File: src/rtl/ldl_fifo_rd_sched.sv
`default_nettype none
// +--------------------------------------------------------------------------+
// | Module   : ldl_fifo_rd_sched                                             |
// | Purpose  : Round-robin read scheduler. Drains up to N show-ahead FIFO    |
// |            read sides onto one registered valid/ready stream. It grants  |
// |            one queue at a time for a burst of at most BURST pops and     |
// |            tags each output word with its source queue index.           |
// | Ports    : clk, rst        - clock, synchronous active-high reset        |
// |            en[N]           - per-queue enable (0 = excluded/end grant)   |
// |            empty[N]        - per-FIFO empty flag                         |
// |            rdata[N*DW]     - per-FIFO show-ahead word, queue i at i*DW   |
// |            re[N]           - per-FIFO read strobe (one-hot or zero)      |
// |            out_valid/out_ready/out_data/out_id - output stream         |
// |            busy            - high while a queue is granted               |
// | Revision : 1.0 - initial release                                         |
// +--------------------------------------------------------------------------+
module ldl_fifo_rd_sched #(
  parameter int N     = 4,
  parameter int DW    = 32,
  parameter int BURST = 8
) (
  input  logic                 clk,
  input  logic                 rst,
  input  logic [N-1:0]         en,
  input  logic [N-1:0]         empty,
  input  logic [N*DW-1:0]      rdata,
  output logic [N-1:0]         re,
  output logic                 out_valid,
  input  logic                 out_ready,
  output logic [DW-1:0]        out_data,
  output logic [$clog2(N)-1:0] out_id,
  output logic                 busy
);

  localparam int IW = $clog2(N);
  localparam int CW = $clog2(BURST) + 1;
  localparam logic [CW-1:0] C_CNT_LAST = CW'(BURST - 1);
  localparam logic [IW-1:0] C_LAST_RST = IW'(N - 1);

  typedef enum logic [0:0] {
    S_IDLE  = 1'b0,
    S_GRANT = 1'b1
  } state_t;

  state_t          state_q, state_d;
  logic [IW-1:0]   g_q, g_d;
  logic [IW-1:0]   last_q, last_d;
  logic [CW-1:0]   cnt_q, cnt_d;
  logic            out_valid_q, out_valid_d;
  logic [DW-1:0]   out_data_q, out_data_d;
  logic [IW-1:0]   out_id_q, out_id_d;

  logic [N-1:0]    w_cand;
  logic [IW-1:0]   w_pick;
  logic [IW-1:0]   w_idx;
  logic            w_found;
  logic [DW-1:0]   w_gdata;
  logic            w_gen;
  logic            w_gempty;
  logic            w_free;
  logic            w_gok;
  logic            w_pop;

  assign w_cand = en & ~empty;

  // Rotating priority search starting just after the last served queue.
  always_comb begin
    w_found = 1'b0;
    w_pick  = '0;
    w_idx   = '0;
    for (int k = 1; k <= N; k++) begin
      w_idx = IW'((int'(last_q) + k) % N);
      if (!w_found && w_cand[w_idx]) begin
        w_found = 1'b1;
        w_pick  = w_idx;
      end
    end
  end

  // Select the granted queue's data and status.
  always_comb begin
    w_gdata  = '0;
    w_gen    = 1'b0;
    w_gempty = 1'b1;
    for (int i = 0; i < N; i++) begin
      if (g_q == IW'(i)) begin
        w_gdata  = rdata[i*DW +: DW];
        w_gen    = en[i];
        w_gempty = empty[i];
      end
    end
  end

  // A pop needs room in the output register: empty, or draining this cycle.
  assign w_free = ~out_valid_q | out_ready;
  assign w_gok  = w_gen & ~w_gempty;
  assign w_pop  = (state_q == S_GRANT) & w_gok & w_free;

  always_comb begin
    re = '0;
    for (int i = 0; i < N; i++) begin
      re[i] = w_pop & (g_q == IW'(i));
    end
  end

  always_comb begin
    state_d     = state_q;
    g_d         = g_q;
    last_d      = last_q;
    cnt_d       = cnt_q;
    out_valid_d = out_valid_q;
    out_data_d  = out_data_q;
    out_id_d    = out_id_q;

    if (out_valid_q && out_ready) begin
      out_valid_d = 1'b0;
    end

    case (state_q)
      S_IDLE: begin
        if (w_found) begin
          g_d     = w_pick;
          cnt_d   = '0;
          state_d = S_GRANT;
        end
      end
      S_GRANT: begin
        if (w_pop) begin
          out_data_d  = w_gdata;
          out_id_d    = g_q;
          out_valid_d = 1'b1;
          cnt_d       = cnt_q + 1'b1;
          if (cnt_q == C_CNT_LAST) begin
            last_d  = g_q;
            state_d = S_IDLE;
          end
        end else if (!w_gok) begin
          // Queue drained or disabled: give up the grant without a pop.
          last_d  = g_q;
          state_d = S_IDLE;
        end
      end
      default: state_d = S_IDLE;
    endcase
  end

  always_ff @(posedge clk) begin
    if (rst) begin
      state_q     <= S_IDLE;
      g_q         <= '0;
      last_q      <= C_LAST_RST;
      cnt_q       <= '0;
      out_valid_q <= 1'b0;
      out_data_q  <= '0;
      out_id_q    <= '0;
    end else begin
      state_q     <= state_d;
      g_q         <= g_d;
      last_q      <= last_d;
      cnt_q       <= cnt_d;
      out_valid_q <= out_valid_d;
      out_data_q  <= out_data_d;
      out_id_q    <= out_id_d;
    end
  end

  assign out_valid = out_valid_q;
  assign out_data  = out_data_q;
  assign out_id    = out_id_q;
  assign busy      = (state_q == S_GRANT);

endmodule
`default_nettype wire

File: config.mk
export PLATFORM = sky130hd
export DESIGN_NAME = ldl_fifo_rd_sched
export DESIGN_NICKNAME = d
export VERILOG_FILES = /design/src/rtl/ldl_fifo_rd_sched.sv
export SDC_FILE = /design/constraint.sdc
export NUM_CORES = 1
export LEC_CHECK = 0
export CORE_MARGIN = 8
export CORE_UTILIZATION = 39
export DETAILED_ROUTE_END_ITERATION = 7
export GPL_ROUTABILITY_DRIVEN = 1
export PLACE_DENSITY = 0.86
export SETUP_SLACK_MARGIN = 0.3
export SYNTH_ARGS = -nofsm -noshare
export SYNTH_HDL_FRONTEND = slang
export SYNTH_SLANG_ARGS = --single-unit
export TNS_END_PERCENT = 100
File: constraint.sdc
create_clock -name clk -period 5.2 [get_ports clk]
set_clock_uncertainty 0.05 [all_clocks]
set_input_delay 0.52 -clock clk [delete_from_list [all_inputs] [get_ports clk]]
set_output_delay 0.52 -clock clk [all_outputs]
set_load 0.02 [all_outputs]
======== After elaboration in Yosys (flattened, before gate mapping) ========
Index checks and enable logic that the tools add are counted.
cells by class
  order comparisons ....................... 4
  multiplexer cells ....................... 42
  equal/unequal tests ..................... 8
  reductions and logical operators ........ 12
  $add $sub $neg .......................... 5
  bitwise operators ....................... 13
operators with widths
  kind                 number
  $mux 32              4
  $mux 1               23
  $mux 2               7
  $lt 2x3->1 const B   4
  $bmux 1 s2           4
  $mux 4               2
  $pmux 4 s2           1
  $and 1x1->1          7
  $ne 2x1->1 const B   3
  $reduce_and 2->1     3
  $add 2x1->2 const B  2
  $add 2x2->2 const B  2
  $add 4x1->4 const B  1
  $and 4x4->4          1
  $eq 2x2->1 const B   2
  $eq 4x3->1 const B   1
  $logic_and 1x1->1    4
  $not 4->4            1
  $logic_not 1->1      3
  $not 1->1            3
  $reduce_and 3->1     1
  $eq 2x1->1 const B   1
  $logic_not 2->1      1
  $ne 2x2->1 const B   1
  2 further kinds      2
word-level totals
  bits in registers ....................... 44
  input port bits ......................... 139

======== Logic depth before layout (Yosys ltp) ========
Gate-level depths: netlist of the first run.
  depth in word-level cells ............... 16
  gate-level depth with buffers ........... 7
  depth with buffers taken out ............ 4

======== Least setup slack after synthesis of the first run ========
OpenSTA, ideal clock, no wires.
  kind .................................... input to output
  from .................................... in out_ready
  to ...................................... out re[2]
  path buffers ............................ 2
  stages on the path ...................... 6
  arrival time ............................ 2.013 ns
  data required time ...................... 4.630 ns
  setup slack ............................. 2.617 ns
  cell sequence ........................... nand2b_1 and2_1 clkbuf_1 clkbuf_1 nand2_1 nor3b_1
between the ends
  word-level cells in the longest chain between the ends .. 3
ends and longest elaborated chain
  what             line  RTL
  start, declared  29    input logic out_ready,
  $or 1x1->1       95    assign w_free = ~out_valid_q | out_ready;
  $and 1x1->1      97    assign w_pop = (state_q == S_GRANT) & w_gok & w_free;
  $and 1x1->1      102   re[i] = w_pop & (g_q == IW'(i));
  end, declared    27    output logic [N-1:0] re,
Every way passes these cells.

======== Final worst setup path of the first run ========
  from .................................... in en[3]
  to ...................................... out re[2]
between the ends
  word-level cells in the longest chain between the ends .. 5
ends and longest elaborated chain
  what                      line  RTL
  start, declared           24    input logic [N-1:0] en,
  $mux 1                    86    if (g_q == IW'(i)) begin
  $and 1x1->1               96    assign w_gok = w_gen & ~w_gempty;
  $and 1x1->1 (2 in a row)  97
  $and 1x1->1               102
Every way passes these cells.

==> impl_metrics.ini, run 1 <==
[floorplan]
die-area_sq_um = 9910
coreArea_sq_um = 6790
initial_core_util_pct = 40.1
die_h_um = 99.6
pin_count = 179
dieWidth_um = 99.6
rows = 30

[hold_path]
hp-class = reg -> reg
whs_endpoint = out_data[17]
min_path_cells = 2
hold_start = out_data[17]

[sta]
maxSlewViolCount = 0
slew-limit-headroom_pct = 18.7
period_needed_ps = 3750
worst_pin_slew_ps = 1220
fmax_ghz = 0.266
hold_viol_final = 0
tns_ps = 0
rsz0062_at_grt = false
period_share_pct = 72.2
finalSetupViolations = 0

[cts]
cts.sinks = 44
root_buffer = clkbuf_8
cts_setup_buffers = 0
cts_buffers = 5
ctsHoldBuffers = 0
clk_pin_slew_ps = 80
cts_max_level = 2
clk_latency_ps = 290
cts_tree = done
clock_path_buffers = 2
cts_resized = 0

[cells_and_area]
num-nets-final = 608
stdcell_area_sq_um = 4610
fill_cells = 557
synthToLayoutAreaGrowth_pct = 69.1
drive_gt1_share_pct = 7.68
antenna_cells = 0

[critical_path]
path_buf_inv = 2
reg2reg_depth = 4
crit_chain = clkdlybuf4s50_1 > nor2b_1 > mux4_2 > nand2_1 > nor3b_1 > clkdlybuf4s50_1
slowest_stage = mux4_2
end_kind = output port
criticalPathCategory = in -> out
r2r-end = cnt_q[3]
worstSetupStartpoint = en[3]
critPathMaxFanout = 40
slowest_delay_ps = 820
cp_data_arrival_time_ps = 3180
crit_path_frequent_cell = clkdlybuf4s50_1
critPathLaunchType = input port
worstPathRequired_ps = 4630
r2r_slack_ps = 2830
cpLargestDelayFamily = buffers and inverters
rr_startpoint = g_q[1]

[grt]
grt_pass1_wl_mm = 16.1
grt_pass1_vias = 3268
grt_max_degree = 54
grt_usage_pct = 20.0
grt_antenna_before_repair = 0
grt.overflow.total = 0

[logic_synthesis]
postSynthCellCount = 315
synth_area_per_cell_sq_um = 8.65
synth_async_sr_flop_share_pct = 0
synth_fp_nets = 455
synthFlopType = dfxtp_1
yosys_warnings = 0
yosys.area.top_type_share_pct = 32.3
synth_edf_count = 0
ys_seq_elements = 44
ys_seq_area_share_pct = 32.3
yosys.area.top_type = dfxtp_1
synth_area_sq_um = 2720
synth_cell_types = 33
synthTopCellsByArea = dfxtp_1, mux4_2, o21ai_0, nand3_1, a21oi_1

[run]
maxCapViolCount = 0

[placed_design]
numPortBuffers = 178
dp_hpwl_mm = 7.79
placed_cell_area_sq_um = 4510
place_congestion = 0.857

[route]
dr.first_iter.drc_count = 161
firstDrtPassIters = 4
route.detailed.drc = 0
num_vias = 3179
viasPerCell = 5.63
antenna_left = 0
wirelength_mm = 10.5
wl_per_cell_um = 18.5

[power_and_ir_drop]
powerDensity_nw_per_um2 = 201
peakVddDrop_uv = 123
power_uw = 926
power_leakage_nw = 1.48

[outcome]
run_status = completed
[cell families (layout without fill, tap and decap cells)]
group	Yosys count	after routing	share of synthesized area (%)
AO/OA/AOI/OAI	116	116	23.9
AND/OR/NAND/NOR	80	80	15.3
adder cells (fa/ha/maj)	1	1	0.459
flip-flops	44	44	32.3
multiplexers	34	34	22.1
buffers and inverters	40	194	5.88
[cell usage after synthesis, drive strengths merged, types with 2 or more instances]
library cell,count
o21ai,62
dfxtp,44
nand3,39
a21oi,29
clkbuf,28
mux4,21
nor3,15
a211oi,13
mux2i,13
buf,8
nand2,8
nand2b,5
inv,4
nor2b,4
o221ai,3
or3,3
a221oi,2
and2,2
o211ai,2
[worst reg2reg max path: stages (launching register included)]
cell     delay [ps]
dfxtp_2         330
buf_4           460
mux4_2          720
or4_1           600
a21oi_1         150
[state kept, by name, indices dropped and copies added (netlist names)]
name,count
out_id,2
last_q,2
g_q,2
out_valid,1
cnt_q,4
busy,1
out_data,32
[area by class of cell]
cell class | count | area [sq um] | share of cell area, %
Clock inverter | 2 | 10.0 | 0.217
Timing Repair Buffer | 182 | 1810 | 39.3
Tap cell | 96 | 120 | 2.61
Multi-Input combinational cell | 231 | 1680 | 36.5
Sequential cell | 44 | 883 | 19.2
Inverter | 4 | 15.0 | 0.326
Clock buffer | 6 | 82.6 | 1.79
[cell usage in the layout, fill, tap and decap left out, drive strengths merged]
cell type      netlist  routed
o211ai               2       2
a41o                 1       1
nand4b               1       1
nand3               39      39
inv                  4       4
o21ai               62      62
a221oi               2       2
clkbuf              28       6
o221ai               3       3
mux4                21      21
nor3                15      15
a21oi               29      29
buf                  8       4
dfxtp               44      44
o22ai                1       1
clkinv               0       2
nand2b               5       5
nand2                8       8
o31ai                1       1
nor2b                4       4
nor2                 1       1
a211oi              13      13
a21boi               1       1
and2                 2       2
or3                  3       3
mux2i               13      13
or4                  1       1
clkdlybuf4s50        0     178
nor3b                1       1
ha                   1       1
o32ai                1       1
[power by group]
part	internal [mW]	leakage (nW)	switching [mW]
logic	0.186	1.07	0.154
registers	0.353	0.358	0.0112
clock network	0.106	0.0510	0.116
total	0.646	1.48	0.280
[routing by layer]
| metal | GRT usage, % | vias to the layer above | share of wire, % |
|---|---|---|---|
| met2 | 36.9 | 128 | 54 |
| met3 | 4.68 | 18 | 6.0 |
| met4 | 6.64 | 0 | 2.0 |
| met1 | 21.7 | 1531 | 38 |
| li1 | - | 1502 | - |
| met5 | 0 | - | 0 |
[metrics by stage]
step	hold WS (ps)	util [%]	setup WS, ps	instances
after global placement	410	66.4	1560	557
after floorplan	394	-	2620	315
final	429	67.8	1450	565
after detailed placement	415	66.4	1440	557
after CTS	427	67.8	1430	565
after global routing	443	67.8	1280	565
[worst max path at each step]
stage / to / cells after the start / slack, ps
6_report: re[2] / 6 / 1450
2_1_floorplan: re[2] / 6 / 2620
3_5_place_dp: re[2] / 6 / 1440
5_1_grt: re[2] / 6 / 1280
3_3_place_gp: re[2] / 6 / 1560
4_1_cts: re[2] / 6 / 1430
No activity file was read; power rests on OpenSTA's default activity.
==> run 2, diff against run 1 <==
Settings changed: CORE_UTILIZATION 39 to 37, PLACE_DENSITY 0.86 to 0.82.
Clock period 5.2 ns to 3.7 ns, I/O delays scaled along.
==> impl_metrics.ini, run 2 (same netlist as run 1, synthesis figures left out) <==
[critical_path]
worstPathRequired_ps = 3280
slowest_delay_ps = 640
slowest_stage = clkdlybuf4s50_1
criticalPathCategory = in -> out
cp_data_arrival_time_ps = 2370
critPathLaunchType = input port
crit_path_frequent_cell = clkdlybuf4s50_1
critPathMaxFanout = 4
end_kind = output port
crit_chain = clkdlybuf4s50_1 > nor2b_1 > mux4_2 > nand2_1 > nor3b_1 > clkdlybuf4s50_1

[grt]
grt_pass1_vias = 3186
grt_usage_pct = 19.0
grt_max_degree = 50
grt_antenna_before_repair = 0
grt.overflow.total = 0
grt_pass1_wl_mm = 15.9

[power_and_ir_drop]
switching_power_uw = 396
cellInternalPower_uw = 964
power_leakage_nw = 1.50
sw_frac_of_total_pct = 29.1
peakVddDrop_uv = 198
p_clk_share_pct = 27.4
power_mw = 1.36
p_seq_share_pct = 38.0
power_frac_comb_pct = 34.6
powerDensity_nw_per_um2 = 292

[cts]
root_buffer = clkbuf_8
ctsHoldBuffers = 0
cts_tree = done
cts.sinks = 44
clk_pin_slew_ps = 80
clock_path_buffers = 2
cts_setup_buffers = 0
cts_resized = 0
cts_buffers = 5
cts_max_level = 2
clk_latency_ps = 290

[cells_and_area]
final_common_cell = clkdlybuf4s50_1
synthToLayoutAreaGrowth_pct = 70.9
drive_gt1_share_pct = 8.26
largest_reg_flops = 32
layout_common_cells = clkdlybuf4s50_1, o21ai_0, dfxtp_1
num-nets-final = 611
antenna_cells = 0
final_util_pct = 64.9

[floorplan]
pin_count = 179
initial_core_util_pct = 38.0
die-area_sq_um = 10400
dieWidth_um = 102
die_h_um = 102
coreArea_sq_um = 7180
rows = 31

[route]
wl_per_cell_um = 17.4
antenna_left = 0
route.detailed.drc = 0
viasPerCell = 5.52
wirelength_mm = 9.93
num_vias = 3151
firstDrtPassIters = 4
dr.first_iter.drc_count = 150

[sta]
period_share_pct = 75.3
rsz0062_at_grt = false
tns_ps = 0
finalSetupViolations = 0
hold_viol_final = 0
fmax_ghz = 0.359
worst_pin_slew_ps = 798
period_needed_ps = 2790
maxSlewViolCount = 0
slew-limit-headroom_pct = 46.6

[outcome]
run_status = completed

[placed_design]
dp_hpwl_mm = 7.69
numPortBuffers = 178
place_congestion = 0.831

[run]
maxCapViolCount = 0

[hold_path]
hp-class = reg -> reg
[run 2: power by group through the flow]
stage          clock [mW]  combinational, mW  sequential [mW]
2_1_floorplan           0              0.234            0.538
3_3_place_gp            0              0.465            0.527
3_5_place_dp            0              0.474            0.528
4_1_cts             0.381              0.475            0.517
5_1_grt             0.401              0.510            0.521
6_report            0.373              0.470            0.517
[run 2: metrics by stage]
step           hold WS [ps]  cell area [sq um]  instances  worst slack, ps
3_3_place_gp            410               4540        563             1000
6_report                429               4650        571              913
2_1_floorplan           394               2720        315             1310
4_1_cts                 430               4650        571              913
5_1_grt                 448               4650        571              779
3_5_place_dp            418               4540        563              927
[run 2: final timing paths]
check	from	end	slack, ps	depth (start not counted)
worst max-delay path	en[3]	re[2]	910	6
worst min-delay path	out_id[1]	out_id[1]	430	2
worst max register to register	g_q[1]	cnt_q[3]	1560	3
worst min register to register	out_id[1]	out_id[1]	430	2
[run 2: cell type report]
class	instances	area [sq um]
well taps	99	124
clock inverters	3	46.3
inverters	4	15.0
clock buffers	5	68.8
repair buffers	185	1830
fillers	628	2520
multi-input cells	231	1680
flip-flops and latches	44	883
[run 2: per-layer routing]
layer / track usage, % / part of all wire, %
met5: 0 / 0
met4: 5.84 / 1.5
met3: 5.36 / 7.2
met2: 32.2 / 51
met1: 22.6 / 40
[run 2: critical path: cells and delay by family]
family        cells  cell delay, ps
buf+inv           2            1110
mux               1             330
simple gates      3             550
==> variant 1 (config.mk and constraints of run 2) <==
Take the reset off `out_data_q` and load it in a clocked block of its own.
--- a/src/rtl/ldl_fifo_rd_sched.sv
+++ b/src/rtl/ldl_fifo_rd_sched.sv
@@ -151,7 +151,6 @@
       last_q      <= C_LAST_RST;
       cnt_q       <= '0;
       out_valid_q <= 1'b0;
-      out_data_q  <= '0;
       out_id_q    <= '0;
     end else begin
       state_q     <= state_d;
@@ -159,9 +158,12 @@
       last_q      <= last_d;
       cnt_q       <= cnt_d;
       out_valid_q <= out_valid_d;
-      out_data_q  <= out_data_d;
       out_id_q    <= out_id_d;
     end
+  end
+
+  always_ff @(posedge clk) begin
+    out_data_q <= out_data_d;
   end
 
   assign out_valid = out_valid_q;
Function: differs if rst is asserted again (counterexample within 4 cycles, from zero or initial values and one cycle with rst high); with rst held inactive, the same outputs for 4 cycles.
==> variant 1 against run 2 <==
- fmax shrank 7.1%
- worst setup slack got worse by 0.21 ns
- synthesized area down 10%
- critical endpoint is now re[3]
- sequential cell count unchanged
- design area shrank 5.3%
- wire length decreased by 16%
- power barely moved
- largest cell class unchanged
==> variant 1: results (changes against run 2) <==
sequential cell count 44 (unchanged); Warnings, synthesis 0 (unchanged); Filler Cell Count 477 (-24%); share of cells above drive strength 1 16.22% (+8.0 points); routability-driven placement congestion ratio 0.7969 (-4.1%); largest net degree at the start of global routing 41 (-18%); M3 GR Usage 6.686% (+1.3 points); wire length of the first global-routing pass 13.09 mm (-18%); Post-DP HPWL 6.964 mm (-9.5%); fraction of area in non-clock buffers 40.95% (+1.5 points); # clk buffers 6 (+1); EDFF count, synth 32 (+32); most instantiated flip-flop cell in the synthesis netlist edfxtp_1; Root Buffer clkbuf_8; biggest fanout along the worst timing path 5 (+1); Largest register FFs 32 (unchanged); data arrival at the endpoint of the critical path 2.58 ns (+0.21 ns); Non-Clock Buffer Count 181 (-2.2%); IR Drop Worst-Case VDD 0.0002157 V (+8.7%); number of optimization iterations in the first detailed-route pass 4 (unchanged); non-clock inverter count in the final layout 4 (unchanged); GRT Total Usage 17.20% (-1.8 points); cells taking the most area after synthesis edfxtp_1, mux4_2, dfxtp_1, nand2b_4, o211ai_1; detail-routed net length per standard cell 20.37 µm (+17%); layout multi-input combinational cell count 96 (-58%); sequential cell area fraction in the yosys report 49.13% (+17 points); number of design-rule violations left by the first detailed-router iteration 125 (-17%); share of cell area taken by multi-input logic gates 26.81% (-9.3 points); R2R setup slack 1.44 ns (-0.12 ns); Leakage 1.503 nW (+0.28%); register cell area after layout 0.001204 mm² (+36%); maximum buffer depth of the clock tree 2 (unchanged); global-route met2 utilization 31.25% (-0.99 points); number of global-route vias before repair 2,454 (-23%); PostCTS Resize Cnt 0 (unchanged); final layout net count 472 (-23%); proportion of synthesized flip-flops having asynchronous set or reset 0% (unchanged); internal power component 1.023 mW (+6.1%); syn nets 295 (-35%); post-route setup slack 0.6984 ns (-0.2146 ns); top post-synthesis cells by count mux4_2, edfxtp_1, dfxtp_1; run status finished clean; Clock buf/inv share 2.386% (-0.087 points); headroom to the max-slew limit 54.44% (+7.8 points); type of the most critical hold path reg2reg; routed via count 2,184 (-31%); met1 capacity usage during global routing 18.02% (-4.6 points)
==> variant 1: final timing paths <==
kind,to,startpoint,cells after the start
setup / recovery,re[3],empty[3],7
hold / removal,cnt_q[3],cnt_q[3],2
setup reg to reg,cnt_q[3],g_q[1],4
hold reg to reg,cnt_q[3],cnt_q[3],2
==> variant 1: power groups by stage <==
stage	sequential (mW)	combinational (mW)	clock (mW)
after global routing	0.590	0.466	0.371
final	0.586	0.436	0.339
after floorplan	0.618	0.197	0
after CTS	0.586	0.441	0.351
after detailed placement	0.598	0.440	0
after global placement	0.596	0.432	0
==> variant 1: cell families (layout without fill, tap and decap cells) <==
logic type               Yosys count  count (layout)  synth area share, %
AO/OA/AOI/OAI                     30              30                7.984
adder cells (fa/ha/maj)            1               1               0.5117
buffers and inverters             15             193                2.558
flip-flops                        44              44                49.13
multiplexers                      34              34                31.32
AND/OR/NAND/NOR                   31              31                8.495
==> variant 1: layer usage <==
layer | wire length [µm] | share of wire [%] | vias to the layer above
met4 | 93 | 1.1 | 0
li1 | - | - | 1006
met2 | 4425 | 53 | 120
met1 | 3038 | 36 | 1051
met5 | 0 | 0 | -
met3 | 796 | 9.5 | 7
==> variant 1: through the flow <==
| stage | instance area [µm²] | utilization, % | hold slack, ns | std cells |
|---|---|---|---|---|
| after floorplan | 2445 | - | 0.3891 | 155 |
| after global placement | 4300 | 67.34 | 0.4157 | 402 |
| after detailed placement | 4300 | 67.34 | 0.4238 | 402 |
| after CTS | 4405 | 68.99 | 0.4393 | 410 |
| after global routing | 4405 | 68.99 | 0.4769 | 410 |
| final | 4405 | 68.99 | 0.4350 | 410 |
==> variant 1: critical path, stage by stage <==
cell	delay, ns
clkdlybuf4s50_1	0.47
and2b_2	0.22
mux4_2	0.52
nand2_1	0.19
inv_1	0.08
and3_1	0.18
clkdlybuf4s50_1	0.55
==> variant 2 (flow settings as in run 2) <==
Without the edit above. `DW`: 32 -> 36.
--- a/src/rtl/ldl_fifo_rd_sched.sv
+++ b/src/rtl/ldl_fifo_rd_sched.sv
@@ -16,7 +16,7 @@
 // +--------------------------------------------------------------------------+
 module ldl_fifo_rd_sched #(
   parameter int N     = 4,
-  parameter int DW    = 32,
+  parameter int DW    = 36,
   parameter int BURST = 8
 ) (
   input  logic                 clk,
Ports: changed (resized out_data and rdata); port bits go from 179 to 199. No check against the original RTL was run, so the function may have changed too.
==> variant 2 against run 2 <==
- non-clock buffer count up 19
- cell count up 4.2%
- worst setup slack worse by 0.48 ns
- via count down 0.38%
- design area up 7.5%
- power up 11%
- wire length up 8.7%
- sequential share of layout area up 0.28 points
- synthesized area up 5.4%
- sequential cell count up 4
- critical path type unchanged
- largest power group unchanged
==> variant 2: results (changes against run 2) <==
run status finished clean; pre-CTS setup slack 0.4393 ns (-0.4876 ns); clock network fraction of design power 25.9% (-1.5 points); sequential cell area fraction in the yosys report 33.46% (+1.1 points); Largest register FFs 36 (+13%); count of placed standard cells including taps 587 (+4.3%); routed length on met2 5.711 mm (+12%); wire length of the first global-routing pass 17.64 mm (+11%); count of buffers inserted at the top-level ports 198 (+11%); GRT Total Usage 19.82% (+0.82 points); Placed Area 0.004882 mm² (+7.6%); Cells after Synth 308 (-2.2%); share of the core filled with cells in the final layout 65.77% (+0.91 points); Filler Cell Count 651 (+3.7%); top post-synthesis cells by count nand2_1, dfxtp_1, a21oi_1; routability-driven placement congestion ratio 0.9222 (+11%); proportion of synthesized area in mux cells 25.05% (+2.9 points); number of unique standard cell types used by synthesis 42 (+27%); fraction of the mapped netlist area in compound gates 16.30% (-7.6 points); number of design-rule violations left by the first detailed-router iteration 110 (-27%); IR Drop Worst-Case VDD 0.0002710 V (+37%); number of optimization iterations in the first detailed-route pass 7 (+3); final cell count without fillers 595 (+4.2%); Post-DP HPWL 8.594 mm (+12%); largest net degree at the start of global routing 51 (+2.0%); worst flop-to-flop path endpoint out_data[2]; headroom to the max-slew limit 37.75% (-8.9 points); Register-to-Register Path Depth 5 (+2); Comb power frac 36.3% (+1.7 points); net switching share of the total power 27.80% (-1.3 points)
==> variant 2: cell count changes after synthesis, sizes merged, moves of 5 or more <==
cell	run 2	this run
nor3	15	6
mux4	21	26
o221ai	3	12
mux2i	13	1
o21ai	62	5
buf	8	14
nor2	1	21
mux2	0	11
clkbuf	28	13
nand3	39	4
nand2	8	68
==> variant 2: critical path, stage by stage <==
cell and delay (ns):
clkdlybuf4s50_1 0.52, nand2b_4 0.10, mux4_2 0.57, or2_2 0.44, nor3_1 0.19, clkdlybuf4s50_1 0.66
==> variant 2: cell type report <==
type / count / share of cell area (%)
timing repair buffer: 204 / 40.41
multi-input combinational: 229 / 35.06
sequential: 48 / 19.25
tap: 102 / 2.551
clock buffer: 6 / 1.650
clock inverter: 2 / 0.7752
inverter: 4 / 0.3001
==> variant 2: cells by family after synthesis <==
logic type,after synthesis
AO/OA/AOI/OAI,71
buffers and inverters,31
AND/OR/NAND/NOR,117
XOR/XNOR,2
adder cells (fa/ha/maj),1
flip-flops,48
multiplexers,38
==> variant 2: per-layer routing <==
| metal | track usage [%] | vias up |
|---|---|---|
| li1 | - | 1494 |
| met1 | 21.04 | 1492 |
| met2 | 36.57 | 137 |
| met3 | 5.514 | 16 |
| met4 | 6.825 | 0 |
| met5 | 0 | - |
==> variant 2: worst max path at each step <==
stage             to  slack [ns]  cells after the start
2_1_floorplan  re[0]        1.25                      6
3_5_place_dp   re[0]        0.44                      6
6_report       re[0]        0.44                      6
4_1_cts        re[0]        0.42                      6
3_3_place_gp   re[1]        0.48                      6
5_1_grt        re[1]        0.34                      6
